<file path="src/rtl/dcache_refill_ctrl.sv">
// Miss / write-through controller for the MEM-stage 2-way data cache: refills
// load misses with a byte-aligned word, writes byte stores through, counts hits/misses.
module dcache_refill_ctrl #(
    parameter int ADDR_W = 32,
    parameter int DATA_W = 32,
    parameter int CNT_W  = 32
) (
    input  logic              clk,
    input  logic              rst_n,
    input  logic              ld_req,
    input  logic              st_req,
    input  logic [ADDR_W-1:0] addr,
    input  logic [DATA_W-1:0] wdata,
    input  logic              cache_hit,
    output logic              stall,
    output logic              fill_valid,
    output logic [ADDR_W-1:0] fill_addr,
    output logic [DATA_W-1:0] fill_data,
    output logic              mem_req,
    output logic              mem_we,
    output logic [ADDR_W-1:0] mem_addr,
    output logic [DATA_W-1:0] mem_wdata,
    output logic [3:0]        mem_be,
    input  logic              mem_ready,
    input  logic [DATA_W-1:0] mem_rdata,
    output logic [CNT_W-1:0]  hit_count,
    output logic [CNT_W-1:0]  miss_count
);

    typedef enum logic [2:0] {IDLE, READ, FILL, WRITE, WDONE} state_t;

    state_t state, state_nxt;
    logic   stall_c;
    logic   unused_wdata;

    assign unused_wdata = ^wdata[DATA_W-1:8];

    function automatic logic [CNT_W-1:0] sat_inc(input logic [CNT_W-1:0] v);
        return (&v) ? v : v + {{(CNT_W-1){1'b0}}, 1'b1};
    endfunction

    always_ff @(posedge clk or negedge rst_n) begin
        if (!rst_n) state <= IDLE;
        else        state <= state_nxt;
    end

    always_comb begin
        state_nxt = state;
        case (state)
            IDLE: begin
                if (st_req)                      state_nxt = WRITE;
                else if (ld_req && !cache_hit)   state_nxt = READ;
            end
            READ:    if (mem_ready) state_nxt = FILL;
            FILL:    state_nxt = IDLE;
            WRITE:   if (mem_ready) state_nxt = WDONE;
            WDONE:   state_nxt = IDLE;
            default: state_nxt = IDLE;
        endcase
    end

    always_comb begin
        stall_c    = 1'b0;
        mem_req    = 1'b0;
        fill_valid = 1'b0;
        case (state)
            IDLE:  stall_c = st_req | (ld_req & ~cache_hit);
            READ:  begin stall_c = 1'b1; mem_req = 1'b1; end
            FILL:  begin stall_c = 1'b1; fill_valid = 1'b1; end
            WRITE: begin stall_c = 1'b1; mem_req = 1'b1; end
            default: ;
        endcase
    end

    // Stall must fall during reset even though IDLE derives it from live inputs.
    assign stall = rst_n & stall_c;

    always_ff @(posedge clk or negedge rst_n) begin
        if (!rst_n) begin
            fill_addr  <= '0;
            fill_data  <= '0;
            mem_we     <= 1'b0;
            mem_addr   <= '0;
            mem_wdata  <= '0;
            mem_be     <= 4'b0000;
            hit_count  <= '0;
            miss_count <= '0;
        end else begin
            if (state == IDLE) begin
                if (st_req) begin
                    mem_we    <= 1'b1;
                    mem_addr  <= addr;
                    mem_be    <= 4'b0001 << addr[1:0];
                    mem_wdata <= {4{wdata[7:0]}};
                end else if (ld_req) begin
                    if (cache_hit) begin
                        hit_count <= sat_inc(hit_count);
                    end else begin
                        fill_addr  <= addr;
                        mem_we     <= 1'b0;
                        mem_addr   <= {addr[ADDR_W-1:2], 2'b00};
                        mem_be     <= 4'b0000;
                        miss_count <= sat_inc(miss_count);
                    end
                end
            end
            // The addressed byte lands in [7:0] of the refill word.
            if (state == READ && mem_ready)
                fill_data <= mem_rdata >> {fill_addr[1:0], 3'b000};
        end
    end

endmodule

</file>
<file path="config.mk">
export PLATFORM = sky130hd
export DESIGN_NAME = dcache_refill_ctrl
export DESIGN_NICKNAME = d
export VERILOG_FILES = /design/src/rtl/dcache_refill_ctrl.sv
export SDC_FILE = /design/constraint.sdc
export NUM_CORES = 1
export LEC_CHECK = 0
export ABC_AREA = 1
export ABC_CLOCK_PERIOD_IN_PS = 2580
export BUFFER_PORTS_ARGS = -buffer_cell sky130_fd_sc_hd__buf_2
export CAP_MARGIN = 20
export CORE_ASPECT_RATIO = 1.75
export CORE_UTILIZATION = 50
export DETAILED_ROUTE_END_ITERATION = 12
export PLACE_DENSITY = 0.75
export SLEW_MARGIN = 20
export SYNTH_ARGS = -nofsm -noshare
export SYNTH_HDL_FRONTEND = slang
export SYNTH_SLANG_ARGS = --single-unit
</file>
<file path="constraint.sdc">
create_clock -name clk -period 2.58 [get_ports clk]
set_clock_uncertainty 0.05 [all_clocks]
set_input_delay 0.516 -clock clk [delete_from_list [all_inputs] [get_ports clk]]
set_output_delay 0.516 -clock clk [all_outputs]
set_load 0.01 [all_outputs]
</file>
==> reports/qor_table.md <==
| Quantity | Reported | Unit |
|---|---|---|
| Post-synthesis register bit count | 176 | - |
| Final Hold Slack | 0.227 | ns |
| Placeable core region | 18100 | sq um |
| Largest stage delay on the critical path | 0.54 | ns |
| GR met1 Demand/Resource | 30.5 | % |
| Worst-margin pin slew | 0.907 | ns |
| Class of the most critical setup path | in -> out | - |
| Net count of the mapped netlist | 1332 | - |
| Via count of the first global-routing pass | 8516 | - |
| Count of yosys warnings during synthesis | 0 | - |
| Busiest layer in global routing | met2 | - |
| Routability cong. | 0.931 | - |
| Number of vias after detailed routing | 8840 | - |
| Overall die width | 105 | um |
| Starting Density | 51.2 | % |
| Final Cycle Share | 81.5 | % |
| Average routed wire per standard cell | 14.8 | um |
| Critical Path RT | 2.01 | ns |
| Initial DRT Pass Iterations | 5 | - |
| Post-synthesis sequential area ratio | 47.6 | % |
| Lkg Pwr | 5.90 | nW |
| Overflow left after global routing | 0 | - |
| Number of top-level design ports | 302 | - |
| Count of flip-flops with a built-in enable after synthesis | 0 | - |
| Count of nets left with antenna violations after detail routing | 0 | - |
| Worst relative slew slack | 39.5 | % |
| Critical path fanouts, max | 17 | - |
| Slowest cell on the critical path | dlygate4sd3_1 | - |
| Max clock buf depth | 2 | - |
| Crit. End Element | output port | - |
| Antenna violations before repair | 6 | - |
| GRT Overall Usage | 27.6 | % |
| Global-route wire length before repair | 41400 | um |
| Syn Std Cell Area | 9250 | sq um |
| Synth-to-layout area growth | 21.8 | % |
| Clock-pin slew of the registers on the worst-case setup and hold paths | 0.07 | ns |
| Number of gates resized after cts | 0 | - |
| Hold WC Path Type | in -> reg | - |
| Post-synthesis cell type count | 36 | - |
| # setup viols final | 0 | - |
| Net count of the finished layout | 1573 | - |
| Cell row count | 65 | - |
| Number of buffers added by the clock tree synthesis step | 17 | - |
| Gate count of the mapped netlist | 1228 | - |
| Clock tree from TritonCTS | built | - |
| Sum of net half-perimeters after detailed placement | 18900 | um |
| Maximum Capacitance Violations | 0 | - |
| Min cycle time layout | 2.10 | ns |
| Mean area per synthesized cell | 7.53 | sq um |
| Max Fclk | 476 | MHz |
| Outcome | finished clean | - |
| Number of clock sinks | 176 | - |
| Met3 Use GR | 6.89 | % |
| Clock Root Buffer | clkbuf_16 | - |
| Most common flop cell mapped by yosys | dfrtp_1 | - |
| Total wire length | 25400 | um |
| Skew-Pair Late Insertion Delay | 0.44 | ns |
| Via count normalized by instance count | 5.13 | - |
| Largest net degree at the start of global routing | 93 | - |
| Die H | 182 | um |
| Cell class contributing the biggest share of worst-path delay | buffers and inverters | - |
| Maximum level of the CTS H-tree | 4 | - |
| Setup TNS Final | 0 | ns |
| Unrepaired setup endpoints after global routing | no | - |
| Worst VDD drop | 0.733 | mV |
| IO Port Bufs | 277 | - |
| Total power per unit cell area | 941 | nW/um^2 |
| Chain of cells forming the critical path | dlygate4sd3_1, buf_6, nand3_1, inv_1, buf_2 | - |
| Hold violation count in the final report | 0 | - |
| Remaining design rule violation count | 0 | - |
| Post-synth ARST share | 100 | % |
| Initial DRC count | 378 | - |
| Global-route met2 utilization | 47.6 | % |
| Startpoint Class | primary input | - |
| Critical path data arrival time | 1.54 | ns |
| Buffers plus inverters on the worst setup path | 4 | - |
| Area of the die | 19100 | sq um |
| Share of final-layout standard cells stronger than drive strength 1 | 24.3 | % |
| Number of max-slew violations in the final report | 0 | - |
-- power by group --
| group | internal (mW) | switching (mW) | total (mW) |
|---|---|---|---|
| combinational | 1.46 | 2.43 | 3.89 |
| clock | 1.28 | 1.25 | 2.53 |
| sequential | 3.62 | 0.572 | 4.19 |
-- per-layer routing --
metal,up-vias,routed length (um)
met5,-,0
met4,0,1230
met3,80,1610
met2,334,12900
met1,4072,9710
li1,4354,-
-- final cells by class --
| cell class | count | area [sq um] |
|---|---|---|
| Fill cell | 1703 | 6790 |
| Sequential cell | 176 | 4400 |
| Multi-Input combinational cell | 899 | 4110 |
| Timing Repair Buffer | 294 | 1560 |
| Clock buffer | 17 | 425 |
| Inverter | 81 | 307 |
| Tap cell | 234 | 293 |
| Clock inverter | 15 | 149 |
| Antenna cell | 6 | 15.0 |
-- cell families after synthesis --
logic type | count (synthesis) | share of synthesized area, %
AO/OA/AOI/OAI | 136 | 8.09
XOR/XNOR | 29 | 2.75
adder cells (fa/ha/maj) | 2 | 0.270
buffers and inverters | 153 | 7.95
flip-flops | 176 | 47.6
AND/OR/NAND/NOR | 732 | 33.3
-- worst min-delay path: cells and delay by family --
kind,cells,cell delay (ns)
AND/OR/NAND/NOR,2,0.09
buffers and inverters,1,0.07
-- layout by cell type, fill, tap and decap left out, types with 8 or more instances in the layout --
cell type / n
nor2_2: 9
nand3_1: 53
o21ai_1: 18
o41ai_1: 16
dfrtp_1: 176
o21ai_0: 98
xor2_1: 13
or2_2: 8
buf_2: 276
nand4_1: 16
nand2_1: 505
nor2_1: 98
nand3b_1: 20
xnor2_1: 16
buf_4: 13
clkbuf_16: 17
inv_1: 76
-- final timing paths --
| kind | startpoint | endpoint | slack, ns | cells past startpoint |
|---|---|---|---|---|
| max reg2reg | hit_count[1]$_DFFE_PN0P_ | hit_count[15]$_DFFE_PN0P_ | 0.51 | 10 |
| min | wdata[5] | mem_wdata[29]$_DFFE_PN0P_ | 0.23 | 3 |
| max | rst_n | stall | 0.48 | 5 |
| max in group asynchronous | rst_n | miss_count[13]$_DFFE_PN0P_ | 0.93 | 3 |
| min in group asynchronous | rst_n | fill_addr[3]$_DFFE_PN0P_ | 0.42 | 2 |
| min reg2reg | mem_addr[17]$_DFFE_PN0P_ | mem_addr[17]$_DFFE_PN0P_ | 0.43 | 2 |
-- through the flow --
stage | utilization, % | total power [mW] | setup slack [ns] | instances | instance area (sq um)
5_1_grt | 62.4 | 11.3 | 0.362 | 1721 | 11300
3_3_place_gp | 59.1 | 8.02 | 0.532 | 1683 | 10700
3_5_place_dp | 59.1 | 8.15 | 0.458 | 1683 | 10700
6_report | 62.4 | 10.6 | 0.478 | 1722 | 11300
4_1_cts | 62.3 | 10.7 | 0.466 | 1716 | 11300
2_1_floorplan | - | 6.61 | 0.820 | 1228 | 9250
-- cell usage after synthesis (all sizes together) (7+ instances only) --
master / count / area, sq um
nand4: 16 / 100
nand2: 512 / 1960
nand3: 55 / 293
nor3: 7 / 46.3
buf: 45 / 328
o41ai: 16 / 140
clkbuf: 27 / 101
nor2: 111 / 469
or2: 8 / 50.1
xor2: 13 / 114
xnor2: 16 / 140
nand3b: 20 / 150
inv: 80 / 303
dfrtp: 176 / 4400
o21ai: 116 / 581
-- registers in the layout, summed over array words and instances, names as in the netlist --
register,flops
mem_we,1
mem_wdata,8
mem_addr,32
fill_addr,32
miss_count,32
fill_data,32
state,3
mem_be,4
hit_count,32
-- timing repair --
item | CTS | global route
setup endpoints to repair | 0 | 0
buffers inserted | 0 | 0
hold buffers | 1 | 0
endpoints found under the hold margin | 14 | 0
Note: power is estimated with default switching activity, not from simulation.
